### src/rtl/upscaler_pkg.sv
// Shared types and default geometry for the upscaler datapath.
// A pixel is 24-bit RGB with R in the most significant byte.
package upscaler_pkg;

    typedef struct packed {
        logic [7:0] r;
        logic [7:0] g;
        logic [7:0] b;
    } pixel;

    localparam int DEF_CELL_SIZE  = 2;
    localparam int DEF_CHUNK_SIZE = 3;

    // Index width that stays legal for a dimension of size 1.
    function automatic int idx_w(input int n);
        return (n > 1) ? $clog2(n) : 1;
    endfunction

endpackage

### src/rtl/chunk_transposer.sv
// Reorders a raster-ordered chunk [row][cell][col] into processing order
// [cell][row][col]. Purely combinational.
module chunk_transposer
    import upscaler_pkg::*;
#(
    parameter int CELL_SIZE  = DEF_CELL_SIZE,
    parameter int CHUNK_SIZE = DEF_CHUNK_SIZE
) (
    input  pixel [CELL_SIZE-1:0][CHUNK_SIZE-1:0][CELL_SIZE-1:0] bank_i,
    output pixel [CHUNK_SIZE-1:0][CELL_SIZE-1:0][CELL_SIZE-1:0] chunk_o
);

    always_comb begin
        for (int c = 0; c < CHUNK_SIZE; c++) begin
            for (int r = 0; r < CELL_SIZE; r++) begin
                for (int k = 0; k < CELL_SIZE; k++) begin
                    chunk_o[c][r][k] = bank_i[r][c][k];
                end
            end
        end
    end

endmodule

### src/rtl/chunk_assembly_ctrl.sv
// Assembles raster lines into CELL_SIZE x (CHUNK_SIZE cells) chunks in two
// ping-pong banks and hands each finished chunk downstream in cell order.
module chunk_assembly_ctrl
    import upscaler_pkg::*;
#(
    parameter int CELL_SIZE  = DEF_CELL_SIZE,
    parameter int CHUNK_SIZE = DEF_CHUNK_SIZE
) (
    input  logic  clk,
    input  logic  reset,
    input  pixel  s_pixel,
    input  logic  s_valid,
    input  logic  s_last,
    output logic  s_ready,
    output pixel [CHUNK_SIZE-1:0][CELL_SIZE-1:0][CELL_SIZE-1:0] m_chunk,
    output logic  m_valid,
    input  logic  m_ready,
    output logic  line_err,
    output logic [15:0] chunk_count
);

    localparam int CW = idx_w(CHUNK_SIZE);
    localparam int SW = idx_w(CELL_SIZE);

    typedef pixel [CELL_SIZE-1:0][CHUNK_SIZE-1:0][CELL_SIZE-1:0] bank_t;

    bank_t [1:0]   bank_q, bank_d;
    logic  [1:0]   full_q, full_d;
    logic          wr_q, wr_d;
    logic          rd_q, rd_d;
    logic [CW-1:0] cell_q, cell_d;     // column split as cell index ...
    logic [SW-1:0] sub_q, sub_d;       // ... and column within the cell
    logic [SW-1:0] row_q, row_d;
    logic          err_q, err_d;
    logic [15:0]   count_q, count_d;

    logic accept;
    logic drain;
    logic line_end;
    bank_t rd_bank;

    assign s_ready  = !full_q[wr_q] && !reset;
    assign m_valid  = full_q[rd_q];
    assign accept   = s_valid && s_ready;
    assign drain    = m_valid && m_ready;
    assign line_end = (cell_q == CW'(CHUNK_SIZE - 1)) && (sub_q == SW'(CELL_SIZE - 1));
    assign rd_bank  = bank_q[rd_q];

    assign line_err    = err_q;
    assign chunk_count = count_q;

    // NOTE: every variable gets its hold value first so no path leaves one
    // unassigned, which would otherwise infer a latch.
    always_comb begin
        bank_d  = bank_q;
        full_d  = full_q;
        wr_d    = wr_q;
        rd_d    = rd_q;
        cell_d  = cell_q;
        sub_d   = sub_q;
        row_d   = row_q;
        err_d   = err_q;
        count_d = count_q;

        if (accept) begin
            bank_d[wr_q][row_q][cell_q][sub_q] = s_pixel;
            if (line_end) begin
                cell_d = '0;
                sub_d  = '0;
                if (!s_last) err_d = 1'b1;
                if (row_q == SW'(CELL_SIZE - 1)) begin
                    row_d        = '0;
                    full_d[wr_q] = 1'b1;
                    wr_d         = !wr_q;
                end else begin
                    row_d = row_q + 1'b1;
                end
            end else if (s_last) begin
                // Early line end: drop the partial chunk and restart on the next line.
                cell_d = '0;
                sub_d  = '0;
                row_d  = '0;
                err_d  = 1'b1;
            end else if (sub_q == SW'(CELL_SIZE - 1)) begin
                sub_d  = '0;
                cell_d = cell_q + 1'b1;
            end else begin
                sub_d = sub_q + 1'b1;
            end
        end

        // Fill and drain always target different banks, so both may apply.
        if (drain) begin
            full_d[rd_q] = 1'b0;
            rd_d         = !rd_q;
            count_d      = count_q + 16'd1;
        end
    end

    // NOTE: the banks are cleared on reset too, so nothing from before a
    // reset can ever reappear on m_chunk.
    // NOTE: non-blocking assignments keep every flop sampling pre-edge values.
    always_ff @(posedge clk or posedge reset) begin
        if (reset) begin
            bank_q  <= '0;
            full_q  <= '0;
            wr_q    <= 1'b0;
            rd_q    <= 1'b0;
            cell_q  <= '0;
            sub_q   <= '0;
            row_q   <= '0;
            err_q   <= 1'b0;
            count_q <= '0;
        end else begin
            bank_q  <= bank_d;
            full_q  <= full_d;
            wr_q    <= wr_d;
            rd_q    <= rd_d;
            cell_q  <= cell_d;
            sub_q   <= sub_d;
            row_q   <= row_d;
            err_q   <= err_d;
            count_q <= count_d;
        end
    end

    chunk_transposer #(
        .CELL_SIZE (CELL_SIZE),
        .CHUNK_SIZE(CHUNK_SIZE)
    ) u_transposer (
        .bank_i (rd_bank),
        .chunk_o(m_chunk)
    );

endmodule
### config.mk
export PLATFORM = sky130hd
export DESIGN_NAME = chunk_assembly_ctrl
export DESIGN_NICKNAME = d
export VERILOG_FILES = /design/src/rtl/upscaler_pkg.sv /design/src/rtl/chunk_transposer.sv /design/src/rtl/chunk_assembly_ctrl.sv
export SDC_FILE = /design/constraint.sdc
export NUM_CORES = 1
export LEC_CHECK = 0
export ABC_AREA = 1
export BUFFER_PORTS_ARGS = -buffer_cell sky130_fd_sc_hd__buf_2
export CORE_ASPECT_RATIO = 0.75
export CORE_MARGIN = 1.5
export CORE_UTILIZATION = 60
export DETAILED_ROUTE_END_ITERATION = 10
export PLACE_DENSITY = 0.89
export SYNTH_ARGS = -nofsm -noshare
export SYNTH_HDL_FRONTEND = slang
export SYNTH_SLANG_ARGS = --single-unit
### constraint.sdc
create_clock -name clk -period 38.1 [get_ports clk]
set_input_delay 7.62 -clock clk [delete_from_list [all_inputs] [get_ports clk]]
set_output_delay 7.62 -clock clk [all_outputs]
set_load 0.02 [all_outputs]
==> flow_metrics.py, run 1 <==
metrics = {
    "outcome": {
        "status": "finished clean",
    },
    "detailed_routing": {
        "finalWirelength_um": 81510,
        "first_pass_iters": 6,
        "drc": 0,
        "wl_per_cell_um": 18.52,
        "drt_iter0_drc": 3266,
        "ant_nets": 0,
        "vias": 25200,
        "via_per_inst": 5.724,
    },
    "global_routing": {
        "grt_usage_pct": 34.40,
        "grt_pass1_wl_um": 129300,
        "antenna_found_initial": 3,
        "grt_overflow_total": 0,
        "grt_pass1_vias": 23610,
        "grt_max_degree": 236,
    },
    "clock_network": {
        "clock_path_buffers": 3,
        "postCtsResizedCells": 0,
        "cts_inserted_buffers": 56,
        "cts_tree": "built",
        "clk_latency_ps": 620,
        "cts.clk_slew.worst_paths_ps": 60,
        "postCtsHoldBufs": 0,
        "root_buffer": "clkbuf_16",
        "cts-htree-levels": 2,
        "post-cts-setup-buffers": 0,
        "clock_sinks": 601,
    },
    "setup_path": {
        "worstSetupStartpointType": "input pin",
        "arrival_ps": 8930,
        "crit_path_end_kind": "output pin",
        "path_class": "in2out",
        "required_ps": 30480,
        "endpoint": "s_ready",
        "r2r_cells": 11,
        "reg2reg_from": "wr_q$_DFFE_PP0P_",
        "worst_r2r_endpoint": "bank_q[188]$_DFFE_PP0P_",
        "r2r_slack_ps": 34010,
        "worstPathMaxFanout": 95,
        "cp-startpoint": "reset",
    },
    "yosys": {
        "yosysSeqAreaShare_pct": 54.07,
        "yosysUniqueCellTypes": 29,
        "synth_top_cell_by_area": "dfrtp_1",
        "syn_avg_cell_area_um2": 7.715,
        "synth_top_area_share_pct": 54.07,
        "synthesis.nets": 3639,
        "netlist_instances": 3605,
        "synth.area.top_cells": "dfrtp_1, nand2_1, nand3_1, o21ai_0, clkbuf_1",
        "yosys_warnings": 0,
        "syn-cell-area_um2": 27810,
        "synth_seq_cells": 601,
    },
    "timing": {
        "slew_headroom_pct": 13.29,
        "skew_ps": 12.49,
        "slew_violations": 0,
        "setup-tns-final_ps": 0,
        "fin_ws_ps": 21550,
        "layout_min_cycle_time_ps": 16550,
        "setup_violations": 0,
        "min_period_over_period_pct": 43.43,
        "fmax_ghz": 0.06044,
        "rsz0062_at_grt": "no",
        "worst_pin_slew_ps": 1301,
        "hold_viol": 0,
    },
    "floorplan": {
        "coreArea_um2": 45860,
        "initial_core_util_pct": 60.65,
        "rows": 68,
        "die_area_um2": 47670,
        "ios": 336,
        "fp.dieW_um": 251.6,
        "die_h_um": 189.5,
    },
    "placed_design": {
        "portBuffers": 335,
        "dp.cells": 4297,
        "gp_congestion": 0.8300,
        "hpwl_um": 46940,
        "post-place-ws_ps": 21560,
    },
    "layout": {
        "post_route_cells_drive_above_1_share_pct": 13.17,
        "fin_nets": 3794,
        "area_delta_synth_final_pct": 11.59,
        "post-route-util_pct": 67.68,
        "fin_cells": 4402,
        "fillCellCount": 3596,
    },
    "worst_hold_path": {
        "min_path_type": "reg2reg",
    },
    "power_and_ir_drop": {
        "power_density_nw_per_um2": 73.22,
        "vdd_ir_drop_max_uv": 45.93,
        "power_leakage_nw": 18.04,
    },
    "job": {
        "maxCapViolCount": 0,
    },
}
[per-stage QoR]
step                      hold slack (ps)  power [mW]  area, µm²
final                               469.1       2.272      31040
after global routing                483.1       2.390      31040
after CTS                           472.2       2.265      31030
after detailed placement            457.9       1.687      29140
after global placement              446.1       1.663      29140
after floorplan                     441.7       1.431      27810
[power by group]
group	switching (mW)	leakage (nW)	internal, mW
registers	0.0907	8.02	0.805
clock network	0.250	0.939	0.331
logic	0.586	9.08	0.210
[layout by cell type, fill, tap and decap left out, types with 2 or more instances in the layout]
| master | netlist | routed |
|---|---|---|
| bufinv_16 | 0 | 4 |
| clkinv_8 | 0 | 2 |
| xor2_1 | 5 | 5 |
| nor2_1 | 42 | 33 |
| clkbuf_1 | 142 | 13 |
| nand3_1 | 425 | 425 |
| nand2_1 | 1846 | 1846 |
| inv_1 | 119 | 117 |
| nand2_2 | 8 | 8 |
| clkinv_2 | 1 | 10 |
| xnor2_1 | 3 | 3 |
| inv_2 | 3 | 3 |
| buf_2 | 51 | 335 |
| ha_1 | 5 | 5 |
| nor2_2 | 5 | 14 |
| a21oi_1 | 2 | 2 |
| clkbuf_8 | 0 | 17 |
| buf_4 | 48 | 31 |
| clkbuf_16 | 0 | 56 |
| inv_6 | 0 | 2 |
| buf_12 | 0 | 3 |
| nand4_1 | 5 | 5 |
| o21ai_0 | 245 | 245 |
| dfrtp_1 | 601 | 600 |
| nand2_4 | 11 | 11 |
| diode_2 | 0 | 2 |
[critical path, cell delays in order]
cell and delay (ps):
buf_2 130, inv_8 390, nand2_1 190, a21oi_4 230
buf_2 230
[synthesized netlist by cell type]
| library cell | count |
|---|---|
| nand2_1 | 1846 |
| dfrtp_1 | 601 |
| nand3_1 | 425 |
| o21ai_0 | 245 |
| clkbuf_1 | 142 |
| inv_1 | 119 |
| buf_2 | 51 |
| buf_4 | 48 |
| nor2_1 | 42 |
| buf_6 | 21 |
| nand2_4 | 11 |
| buf_1 | 9 |
| nand2_2 | 8 |
| ha_1 | 5 |
| nand4_1 | 5 |
| nor2_2 | 5 |
| xor2_1 | 5 |
| inv_2 | 3 |
| xnor2_1 | 3 |
| a21oi_1 | 2 |
| a21oi_4 | 1 |
| a31o_2 | 1 |
| and3_1 | 1 |
| buf_8 | 1 |
| clkinv_1 | 1 |
| clkinv_2 | 1 |
| nand3b_1 | 1 |
| o21a_1 | 1 |
| o21bai_1 | 1 |
[state kept, by name, indices dropped and copies added, names as in the netlist]
| name | count |
|---|---|
| bank_q | 576 |
| rd_q | 1 |
| line_err | 1 |
| row_q | 1 |
| full_q | 2 |
| sub_q | 1 |
| wr_q | 1 |
| cell_q | 2 |
| chunk_count | 16 |
[layer usage]
| metal | GRT usage [%] | vias to the layer above | wire [µm] | share of wire [%] |
|---|---|---|---|---|
| met5 | 0 | - | 0 | 0 |
| met4 | 15.52 | 0 | 3685 | 4.5 |
| met3 | 7.245 | 232 | 8950 | 11 |
| met2 | 52.88 | 1418 | 37160 | 46 |
| met1 | 47.37 | 11990 | 31710 | 39 |
| li1 | - | 11560 | - | - |
[worst min path at each step]
stage	from	to	slack [ps]	cells past startpoint
2_1_floorplan	bank_q[312]$_DFFE_PP0P_	bank_q[312]$_DFFE_PP0P_	440	2
3_3_place_gp	line_err$_DFFE_PP0P_	line_err$_DFFE_PP0P_	450	1
3_5_place_dp	line_err$_DFFE_PP0P_	line_err$_DFFE_PP0P_	460	1
4_1_cts	line_err$_DFFE_PP0P_	line_err$_DFFE_PP0P_	470	1
5_1_grt	bank_q[510]$_DFFE_PP0P_	bank_q[510]$_DFFE_PP0P_	480	2
6_report	bank_q[370]$_DFFE_PP0P_	bank_q[370]$_DFFE_PP0P_	470	2
[cells by family after synthesis]
logic type      count (synthesis)  synth area share [%]
simple gates                 2344                 34.03
buf+inv                       396                 6.833
fa+ha+maj                       5                0.2249
flops                         601                 54.07
compound gates                251                 4.589
xor+xnor                        8                0.2519
[final cells by class]
class / count / area, µm² / area share [%]
repair buffers: 369 / 1969 / 6.346
diodes: 2 / 5.005 / 0.01613
clock inverters: 17 / 203.9 / 0.6571
flip-flops and latches: 601 / 15040 / 48.47
multi-input cells: 2608 / 10900 / 35.11
well taps: 595 / 744.5 / 2.399
clock buffers: 86 / 1684 / 5.426
inverters: 124 / 490.5 / 1.580
Note: power is estimated with default switching activity, not from simulation.
==> run 2, diff against run 1 <==
- CORE_UTILIZATION: 60 -> 59
- PLACE_DENSITY: 0.89 -> 0.88
- clock period: 38.1 -> 16.79 ns (I/O delays scaled with it)
==> run 2 against run 1 <==
Register-to-register slack worse by 22000 ps; die area grew 1.7%; power increased by 130%; hold slack barely moved; final area about the same; cell count rose by 0.82%; clock skew increased by 5.8 ps; clock-buffer cell count up 4; critical path depth unchanged; highest routed layer unchanged; critical path type unchanged; worst setup slack worse by 13000 ps; critical endpoint unchanged; clock power grew 130%; routed wire length increased by 0.91%.
==> flow_metrics.py, run 2 (same netlist as run 1, synthesis figures left out) <==
metrics = {
    "outcome": {
        "status": "finished clean",
    },
    "layout": {
        "mostFrequentLayoutCell": "nand2_1",
        "area_delta_synth_final_pct": 11.58,
        "fin_nets": 3796,
        "fin_cells": 4438,
        "finish.instance_area_um2": 31030,
        "post_route_cells_drive_above_1_share_pct": 12.97,
        "largest_register_ffs": 576,
        "mostFrequentLayoutCells": "nand2_1, dfrtp_1, nand3_1, buf_2, o21ai_0",
        "top_register": "bank_q",
        "diodes": 0,
    },
    "setup_path": {
        "crit_path_end_kind": "output pin",
        "cp_num_cells": 5,
        "worst_path_largest_cell_delay_ps": 670,
        "cp_cell_sequence": "buf_2 > clkinvlp_4 > nand2_1 > a21oi_4 > buf_2",
        "worst-path-buf-inv": 3,
        "slowest_stage": "clkinvlp_4",
        "worstSetupStartpointType": "input pin",
        "arrival_ps": 4840,
        "path_class": "in2out",
        "critPathTopFamily": "buffers and inverters",
        "r2r_cells": 10,
        "crit_top_cell": "buf_2",
        "required_ps": 13430,
        "worstPathMaxFanout": 38,
    },
    "floorplan": {
        "coreArea_um2": 46280,
        "rows": 68,
        "die_area_um2": 48470,
        "ios": 336,
        "die_h_um": 191.0,
        "initial_core_util_pct": 60.09,
        "fp.dieW_um": 253.7,
    },
    "global_routing": {
        "antenna_found_initial": 0,
        "grt_usage_pct": 34.04,
        "grt_overflow_total": 0,
        "grt_pass1_wl_um": 128800,
        "grt_pass1_vias": 23470,
        "grt_max_degree": 231,
    },
    "timing": {
        "min_period_over_period_pct": 48.82,
        "slew_headroom_pct": 25.03,
        "worst_pin_slew_ps": 1123,
        "fin_ws_ps": 8593,
        "layout_min_cycle_time_ps": 8197,
        "fmax_ghz": 0.1220,
        "hold_slack_ps": 469.5,
        "hold_viol": 0,
        "setup_violations": 0,
        "slew_violations": 0,
        "rsz0062_at_grt": "no",
        "skew_ps": 18.26,
        "setup-tns-final_ps": 0,
    },
    "detailed_routing": {
        "drc": 0,
        "ant_nets": 0,
        "via_per_inst": 5.649,
        "drt_iter0_drc": 3004,
        "wl_per_cell_um": 18.53,
        "vias": 25070,
        "first_pass_iters": 6,
        "finalWirelength_um": 82250,
    },
    "clock_network": {
        "cts.clk_slew.worst_paths_ps": 60,
        "clock_sinks": 601,
        "clk_latency_ps": 620,
        "post-cts-setup-buffers": 0,
        "clock_path_buffers": 3,
        "postCtsResizedCells": 0,
        "postCtsHoldBufs": 0,
        "cts_tree": "built",
        "cts-htree-levels": 2,
        "root_buffer": "clkbuf_16",
        "cts_inserted_buffers": 57,
    },
    "worst_hold_path": {
        "holdPathStages": 2,
        "min_path_type": "reg2reg",
    },
    "power_and_ir_drop": {
        "vdd_ir_drop_max_uv": 186.5,
        "power_leakage_nw": 18.00,
        "power_density_nw_per_um2": 166.1,
    },
    "placed_design": {
        "dp.cells": 4333,
        "hpwl_um": 47750,
        "portBuffers": 335,
        "placed_area_um2": 29180,
        "gp_congestion": 0.8225,
        "post-place-ws_ps": 8554,
    },
    "job": {
        "maxCapViolCount": 0,
    },
}
## run 2: power breakdown
part,internal [mW],switching (mW)
clock network,0.743,0.564
logic,0.476,1.32
registers,1.83,0.228
## run 2: per-stage QoR
stage | power, mW | util, %
3_5_place_dp | 3.836 | 63.04
6_report | 5.156 | 67.05
4_1_cts | 5.143 | 67.05
5_1_grt | 5.419 | 67.05
2_1_floorplan | 3.248 | -
3_3_place_gp | 3.787 | 63.04
## run 2: final timing paths
path / to / startpoint / slack, ps
min: bank_q[328]$_DFFE_PP0P_ / bank_q[328]$_DFFE_PP0P_ / 470
max reg2reg: bank_q[238]$_DFFE_PP0P_ / wr_q$_DFFE_PP0P_ / 12100
max in group asynchronous: bank_q[440]$_DFFE_PP0P_ / reset / 10880
min reg2reg: bank_q[328]$_DFFE_PP0P_ / bank_q[328]$_DFFE_PP0P_ / 470
min in group asynchronous: bank_q[109]$_DFFE_PP0P_ / reset / 2900
max: s_ready / reset / 8590
## run 2: layout make-up
type	count	area (µm²)
flip-flops and latches	601	15040
multi-input cells	2608	10900
repair buffers	370	1964
inverters	124	486.7
well taps	630	788.3
clock buffers	90	1673
fillers	3758	15250
clock inverters	15	183.9
## run 2: tightest hold or removal path: cells and delay by family, from the launching register on
kind / cells / cell delay (ps)
DFF: 1 / 340
and+or+nand+nor: 2 / 90
## run 2: layer usage
metal | up-vias | part of all wire, % | wire length [µm] | global-route usage, %
li1 | 11550 | - | - | -
met1 | 11900 | 39 | 32050 | 46.82
met2 | 1370 | 45 | 37200 | 52.02
met3 | 246 | 11 | 8999 | 7.135
met4 | 0 | 4.9 | 4003 | 16.09
met5 | - | 0 | 0 | 0
